==> src/rtl/pipelined_subtractor_32bit_pkg.sv <==
// Shared widths and the stage-4 result record for the pipelined subtractor.
package pipelined_subtractor_32bit_pkg;

  localparam int DATA_W  = 32;
  localparam int SLICE_W = 8;
  localparam int STAGES  = 4;

  // Everything the last stage registers together for the consumer.
  typedef struct packed {
    logic [DATA_W-1:0] diff;
    logic              bout;
    logic              overflow;
    logic              zero;
  } result_t;

endpackage

==> src/rtl/pipelined_subtractor_32bit_if.sv <==
// Operand/result handshake bundle for the pipelined subtractor.
//
// Handshake: a transfer happens on a rising edge where valid and ready are
// both 1. A producer holding valid keeps its payload stable until that edge;
// ready may depend combinationally on the opposite side's ready, never on
// this side's valid.
interface pipelined_subtractor_32bit_if;
  import pipelined_subtractor_32bit_pkg::*;

  logic              in_valid;
  logic              in_ready;
  logic [DATA_W-1:0] num_a;
  logic [DATA_W-1:0] num_b;
  logic              Bin;
  logic              out_valid;
  logic              out_ready;
  logic [DATA_W-1:0] diff;
  logic              Bout;
  logic              overflow;
  logic              zero;

  modport master (
    output in_valid, num_a, num_b, Bin, out_ready,
    input  in_ready, out_valid, diff, Bout, overflow, zero
  );

  modport slave (
    input  in_valid, num_a, num_b, Bin, out_ready,
    output in_ready, out_valid, diff, Bout, overflow, zero
  );

endinterface

==> src/rtl/pipelined_subtractor_32bit_sub_8bit.sv <==
// One byte slice of the subtractor: a - b - b_in with borrow-out.
module sub_8bit
  import pipelined_subtractor_32bit_pkg::*;
(
  input  logic [SLICE_W-1:0] a,
  input  logic [SLICE_W-1:0] b,
  input  logic               b_in,
  output logic [SLICE_W-1:0] diff,
  output logic               b_out
);

  logic [SLICE_W:0] w_full;

  // The extra top bit of the widened difference is the borrow.
  assign w_full = {1'b0, a} - {1'b0, b} - {{SLICE_W{1'b0}}, b_in};
  assign diff   = w_full[SLICE_W-1:0];
  assign b_out  = w_full[SLICE_W];

endmodule

==> src/rtl/pipelined_subtractor_32bit.sv <==
// 32-bit subtractor split into four byte slices, one per pipeline stage.
// Upper operand bytes ride along in skew registers until their slice runs;
// finished low result bytes ride along until all four leave stage 4 together.
// The whole pipeline advances only when the output is not stalled.
module pipelined_subtractor_32bit
  import pipelined_subtractor_32bit_pkg::*;
(
  input  logic                         clk,
  input  logic                         reset,
  pipelined_subtractor_32bit_if.slave  bus
);

  logic        w_en;
  logic [7:0]  w_d0, w_d1, w_d2, w_d3;
  logic        w_bo0, w_bo1, w_bo2, w_bo3;
  result_t     w_res;

  logic        r_v1, r_v2, r_v3, r_v4;
  logic        r_br1, r_br2, r_br3;
  logic [7:0]  r_d1;
  logic [15:0] r_d2;
  logic [23:0] r_d3;
  logic [23:0] r_a1, r_b1;
  logic [15:0] r_a2, r_b2;
  logic [7:0]  r_a3, r_b3;
  result_t     r_res;

  // A valid result the consumer refuses freezes every stage.
  assign w_en          = !(r_v4 && !bus.out_ready);
  assign bus.in_ready  = w_en;
  assign bus.out_valid = r_v4;
  assign bus.diff      = r_res.diff;
  assign bus.Bout      = r_res.bout;
  assign bus.overflow  = r_res.overflow;
  assign bus.zero      = r_res.zero;

  sub_8bit u_slice0 (.a(bus.num_a[7:0]), .b(bus.num_b[7:0]), .b_in(bus.Bin),
                     .diff(w_d0), .b_out(w_bo0));
  sub_8bit u_slice1 (.a(r_a1[7:0]), .b(r_b1[7:0]), .b_in(r_br1),
                     .diff(w_d1), .b_out(w_bo1));
  sub_8bit u_slice2 (.a(r_a2[7:0]), .b(r_b2[7:0]), .b_in(r_br2),
                     .diff(w_d2), .b_out(w_bo2));
  sub_8bit u_slice3 (.a(r_a3), .b(r_b3), .b_in(r_br3),
                     .diff(w_d3), .b_out(w_bo3));

  // Assemble the final result; a[31]/b[31] are the top bits of the last skewed bytes.
  always_comb begin
    w_res          = '0;
    w_res.diff     = {w_d3, r_d3};
    w_res.bout     = w_bo3;
    w_res.overflow = (r_a3[7] != r_b3[7]) && (w_d3[7] != r_a3[7]);
    w_res.zero     = ({w_d3, r_d3} == '0);
  end

  // Stage 1: slice 0 from the live operands; capture upper bytes for later slices.
  always_ff @(posedge clk or negedge reset) begin
    if (!reset) begin
      r_v1  <= 1'b0;
      r_br1 <= 1'b0;
      r_d1  <= '0;
      r_a1  <= '0;
      r_b1  <= '0;
    end else if (w_en) begin
      r_v1 <= bus.in_valid;
      if (bus.in_valid) begin
        r_br1 <= w_bo0;
        r_d1  <= w_d0;
        r_a1  <= bus.num_a[31:8];
        r_b1  <= bus.num_b[31:8];
      end
    end
  end

  // Stage 2: slice 1; bytes 2-3 of the operands keep skewing.
  always_ff @(posedge clk or negedge reset) begin
    if (!reset) begin
      r_v2  <= 1'b0;
      r_br2 <= 1'b0;
      r_d2  <= '0;
      r_a2  <= '0;
      r_b2  <= '0;
    end else if (w_en) begin
      r_v2 <= r_v1;
      if (r_v1) begin
        r_br2 <= w_bo1;
        r_d2  <= {w_d1, r_d1};
        r_a2  <= r_a1[23:8];
        r_b2  <= r_b1[23:8];
      end
    end
  end

  // Stage 3: slice 2; only the top operand byte remains to be consumed.
  always_ff @(posedge clk or negedge reset) begin
    if (!reset) begin
      r_v3  <= 1'b0;
      r_br3 <= 1'b0;
      r_d3  <= '0;
      r_a3  <= '0;
      r_b3  <= '0;
    end else if (w_en) begin
      r_v3 <= r_v2;
      if (r_v2) begin
        r_br3 <= w_bo2;
        r_d3  <= {w_d2, r_d2};
        r_a3  <= r_a2[15:8];
        r_b3  <= r_b2[15:8];
      end
    end
  end

  // Stage 4: slice 3 plus flags, registered as one result record.
  always_ff @(posedge clk or negedge reset) begin
    if (!reset) begin
      r_v4  <= 1'b0;
      r_res <= '0;
    end else if (w_en) begin
      r_v4 <= r_v3;
      if (r_v3) begin
        r_res <= w_res;
      end
    end
  end

endmodule

==> src/flat_wrapper.sv <==
// flat-port wrapper written by rule: the top's interface ports become plain ports
module pipelined_subtractor_32bit_flat import pipelined_subtractor_32bit_pkg::*;
  (clk, reset, bus_in_valid, bus_num_a, bus_num_b, bus_Bin, bus_out_ready, bus_in_ready, bus_out_valid, bus_diff, bus_Bout, bus_overflow, bus_zero);
  pipelined_subtractor_32bit_if bus_i ();
  input  logic clk;
  input  logic reset;
  input wire logic [$bits(bus_i.in_valid)-1:0] bus_in_valid;
  input wire logic [$bits(bus_i.num_a)-1:0] bus_num_a;
  input wire logic [$bits(bus_i.num_b)-1:0] bus_num_b;
  input wire logic [$bits(bus_i.Bin)-1:0] bus_Bin;
  input wire logic [$bits(bus_i.out_ready)-1:0] bus_out_ready;
  output wire logic [$bits(bus_i.in_ready)-1:0] bus_in_ready;
  output wire logic [$bits(bus_i.out_valid)-1:0] bus_out_valid;
  output wire logic [$bits(bus_i.diff)-1:0] bus_diff;
  output wire logic [$bits(bus_i.Bout)-1:0] bus_Bout;
  output wire logic [$bits(bus_i.overflow)-1:0] bus_overflow;
  output wire logic [$bits(bus_i.zero)-1:0] bus_zero;
  assign bus_i.in_valid = bus_in_valid;
  assign bus_i.num_a = bus_num_a;
  assign bus_i.num_b = bus_num_b;
  assign bus_i.Bin = bus_Bin;
  assign bus_i.out_ready = bus_out_ready;
  assign bus_in_ready = bus_i.in_ready;
  assign bus_out_valid = bus_i.out_valid;
  assign bus_diff = bus_i.diff;
  assign bus_Bout = bus_i.Bout;
  assign bus_overflow = bus_i.overflow;
  assign bus_zero = bus_i.zero;
  pipelined_subtractor_32bit u_core (.clk(clk), .reset(reset), .bus(bus_i));
endmodule
==> config.mk <==
export PLATFORM = sky130hd
export DESIGN_NAME = pipelined_subtractor_32bit_flat
export DESIGN_NICKNAME = d
export VERILOG_FILES = /design/src/rtl/pipelined_subtractor_32bit_pkg.sv /design/src/rtl/pipelined_subtractor_32bit_if.sv /design/src/rtl/pipelined_subtractor_32bit_sub_8bit.sv /design/src/rtl/pipelined_subtractor_32bit.sv /design/src/flat_wrapper.sv
export SDC_FILE = /design/constraint.sdc
export NUM_CORES = 1
export LEC_CHECK = 0
export BUFFER_PORTS_ARGS = -buffer_cell sky130_fd_sc_hd__buf_4
export CAP_MARGIN = 5
export CORE_MARGIN = 8
export CORE_UTILIZATION = 64
export CTS_BUF_LIST = sky130_fd_sc_hd__clkbuf_2 sky130_fd_sc_hd__clkbuf_4 sky130_fd_sc_hd__clkbuf_8
export DETAILED_ROUTE_END_ITERATION = 8
export HOLD_SLACK_MARGIN = 0.08
export PLACE_DENSITY = 0.95
export SETUP_SLACK_MARGIN = 0.3
export SLEW_MARGIN = 20
export SYNTH_ARGS = -nofsm -noshare
export SYNTH_HDL_FRONTEND = slang
export SYNTH_HIERARCHICAL = 1
export SYNTH_SLANG_ARGS = --single-unit
==> constraint.sdc <==
create_clock -name clk -period 4.1 [get_ports clk]
set_input_delay 0.41 -clock clk [delete_from_list [all_inputs] [get_ports clk]]
set_output_delay 0.41 -clock clk [all_outputs]
set_load 0.005 [all_outputs]
==> results.toml <==
[drt]
detailedRoute.firstPassIterationCount = 5
viasPerCell = 5.62
wl_per_cell_microns = 17.7
route.antenna.remaining_nets = 0
drt_wl_total_mm = 18.2
detail_route.iter0.violations = 356
drc_errors_left = 0
route.vias.total = 5766

[place]
numPlacedInstances = 993
post-dp-hpwl_mm = 12.7
dpl_cell_area_sq_mm = 0.0102
gp_routability_congestion = 0.780
port_buffers = 105

[clocking]
worst_skew_pair.late_latency_ns = 0.46
clock_tree.buffer_depth = 2
tritoncts_num_sinks = 186
cts-buffers-inserted = 17
cts-root-buf = "sky130_fd_sc_hd__clkbuf_8"
ctsHtreeMaxLevel = 4
tritoncts = "yes"
clk_transition_reported_paths_ns = 0.09

[power_and_ir_drop]
power.total_mw = 9.74
leakagePower_nw = 5.15
vdd_drop_max_mv = 0.495
power.density_mw_per_mm2 = 909

[synthesis]
cell_taking_the_most_area_after_synthesis = "sky130_fd_sc_hd__dfrtp_1"
synth_top_family_by_area = "multiplexers"
synth_fa_ha_area_share_pct = 9.19
synth_simple_gate_area_share_pct = 5.55
synthesized_area_fraction_occupied_by_ao_oa_aoi_and_oai_cells_pct = 4.62
synth.mux.area_fraction_pct = 22.8
synth_xor_xnor_area_share_pct = 1.87
yosys.cell_types.count = 41
synth_seq_area_share_pct = 49.7
postSynthNetCount = 851
synth_top_area_share_pct = 49.7
ys_ff_latch = 186
yosysWarningCount = 6
synth_area_sq_mm = 0.00936
postSynthAreaPerCell_sq_um = 13.0
synthTopCellsByArea = "sky130_fd_sc_hd__dfrtp_1, sky130_fd_sc_hd__mux2_2, sky130_fd_sc_hd__ha_1"
synthCells = 718

[hold_path]
timing.hold.worst_endpoint = "u_core/r_b1[22]"
hold_start = "bus_num_b[30]"
worstHoldPathCells = 2
hold_class = "in -> reg"

[final_layout]
stdcell_area_sq_mm = 0.0107
diodes = 0
multi_input_comb_area_sq_mm = 0.00413
layout.area.seq_sq_mm = 0.00465
nNetsFinal = 962
fill_cells = 906
post_route_cells_drive_above_1_share_pct = 42.2
layout.cells.non_filler = 1026
areaGrowthSynthToFinish_pct = 14.4

[timing]
slew_headroom_pct = 28.9
final-setup-viol-count = 0
report.final.slew_viol_count = 0
rsz0062_at_grt = "false"
fmaxAchievable_ghz = 0.369
worst_clock_skew_ns = 0.0128
slew_worst_pin_ns = 1.06
worst_hold_slack_ns = 0.171
fraction_of_the_cycle_the_final_worst_path_needs_pct = 66.1
final-hold-violation-count = 0
finalSetupTns_ns = 0
final_period_minus_worst_setup_slack_ns = 2.71

[status]
run_status = "complete, no violations"

[critical_path]
arrival_ns = 3.07
launching_point_of_the_worst_reg2reg_path = "u_core/r_b3[5]"
crit-reg2reg-capture = "u_core/bus.zero"
critPathMaxFanout = 6
critical-path-max-stage-delay_ns = 0.39
worstPathCellList = "ha_1 > inv_1 > ha_1 > a21oi_2 > nand2_1 > a221oi_2 > nand3b_1 > nor4_1 > nand4_1 > o31ai_1"
timing.critical_path.from_type = "flip-flop"
critical-path-top-cell-by-count = "sky130_fd_sc_hd__ha_1"
ff2ff_setup_slack_ns = 1.39
critical-path-slowest-cell = "sky130_fd_sc_hd__dfrtp_1"
timing.critical_path.required_ns = 4.46
reg2reg_depth = 10
timing_worst_setup_path_type = "reg -> reg"
timing.critical_path.to_type = "flip-flop"

[floorplanning]
total_number_of_placement_rows = 44
die_area_sq_mm = 0.0188
starting_utilization_of_the_core_area_pct = 64.9
chipHeight_microns = 137
core-area_sq_mm = 0.0144
die_width_microns = 137
ios = 106

[job]
max_cap_viol_count = 0

[global_routing]
initial_antenna_violation_count = 0
grt_max_degree = 99
grt_pass1_vias = 6248
grt_use_total_pct = 20.8
grt_overflow = 0
grt_first_pass_wirelength_mm = 30.4
==> timing repair <==
item                      CTS  global route
hold endpoints to repair   94             0
resized for setup           0             0
setup buffers               0             0
hold buffers                1             0
==> final cells by class <==
class,count,area share [%]
well taps,184,2.15
multi-input cells,416,38.5
clock buffers,22,2.59
repair buffers,110,7.77
inverters,98,3.48
flip-flops and latches,186,43.5
clock inverters,10,2.00
==> cell families (layout without fill, tap and decap cells) <==
kind of cell	Yosys count	after routing
simple gates	94	94
xor+xnor	20	20
mux	184	184
flops	186	186
buf+inv	116	240
fa+ha+maj	64	64
compound gates	54	54
==> cells in the final DEF, fill, tap and decap left out, types with 5 or more instances in the layout <==
| master | instances |
|---|---|
| sky130_fd_sc_hd__ha_1 | 56 |
| sky130_fd_sc_hd__and2b_1 | 7 |
| sky130_fd_sc_hd__clkbuf_8 | 18 |
| sky130_fd_sc_hd__o21ai_0 | 8 |
| sky130_fd_sc_hd__a21oi_2 | 8 |
| sky130_fd_sc_hd__a21oi_1 | 5 |
| sky130_fd_sc_hd__nor4_1 | 8 |
| sky130_fd_sc_hd__mux2_2 | 161 |
| sky130_fd_sc_hd__xor2_1 | 8 |
| sky130_fd_sc_hd__bufinv_16 | 6 |
| sky130_fd_sc_hd__nand4_1 | 6 |
| sky130_fd_sc_hd__nand2_1 | 18 |
| sky130_fd_sc_hd__inv_1 | 97 |
| sky130_fd_sc_hd__nand2_2 | 6 |
| sky130_fd_sc_hd__xnor2_1 | 12 |
| sky130_fd_sc_hd__fa_1 | 8 |
| sky130_fd_sc_hd__buf_4 | 108 |
| sky130_fd_sc_hd__nand3_1 | 8 |
| sky130_fd_sc_hd__mux2_4 | 19 |
| sky130_fd_sc_hd__nor2_1 | 20 |
| sky130_fd_sc_hd__dfrtp_1 | 186 |
==> layer usage <==
metal	track usage [%]	share of wire, %
met5	0	0
met4	6.04	1.1
met3	4.52	5.2
met2	36.5	53
met1	25.1	41
==> worst max-delay path by stage <==
stage          slack (ns)      startpoint              end  cells after the start
6_report             1.39  u_core/r_b3[5]  u_core/bus.zero                     10
5_1_grt              1.23  u_core/r_a3[5]  u_core/bus.zero                     11
4_1_cts              1.42  u_core/r_a3[5]  u_core/bus.zero                     11
3_5_place_dp         1.44  u_core/r_a3[5]  u_core/bus.zero                     11
3_3_place_gp         1.62  u_core/r_a3[5]  u_core/bus.zero                     11
2_1_floorplan        1.79  u_core/r_a3[0]  u_core/bus.zero                     10
==> cell usage after synthesis (all sizes together) <==
cell	instances
mux2i	4
fa	8
a221oi	4
nor3	4
nor2	20
xor2	8
dfrtp	186
o22ai	4
nand4b	4
nand3	8
a211o	4
nor4	8
a21oi	13
or2	4
and2b	8
buf	18
nand2	25
a31oi	4
nor2b	2
xnor2	12
a21boi	8
nor3b	1
o31ai	1
ha	56
inv	98
o211ai	4
nand3b	4
nand4	6
o21ai	12
mux2	180
==> per-stage QoR <==
stage	setup slack, ns	util, %
2_1_floorplan	1.79	-
3_3_place_gp	1.62	70.8
3_5_place_dp	1.44	70.8
4_1_cts	1.42	74.2
5_1_grt	1.23	74.2
6_report	1.39	74.2
==> critical path: cells and delay by family, from the launching register on <==
family / cells / cell delay [ns]
buf+inv: 1 / 0.04
fa+ha+maj: 2 / 0.67
compound gates: 3 / 0.73
flops: 1 / 0.39
simple gates: 4 / 0.78
==> registers in the layout, indices dropped and copies added, names as in the netlist, 8 cells and up <==
signal and cells:
u_core/r_b1 24, u_core/r_d1 8, u_core/r_d2 16, u_core/bus.diff 32, u_core/r_b2 16, u_core/r_a1 24, u_core/r_a3 8, u_core/r_b3 8
u_core/r_d3 24, u_core/r_a2 16
==> where the power goes <==
group          switching, mW  internal, mW  total (mW)
logic                   2.45          2.59        5.04
registers              0.546          2.69        3.24
clock network          0.625         0.835        1.46
No activity file was read; power rests on OpenSTA's default activity.
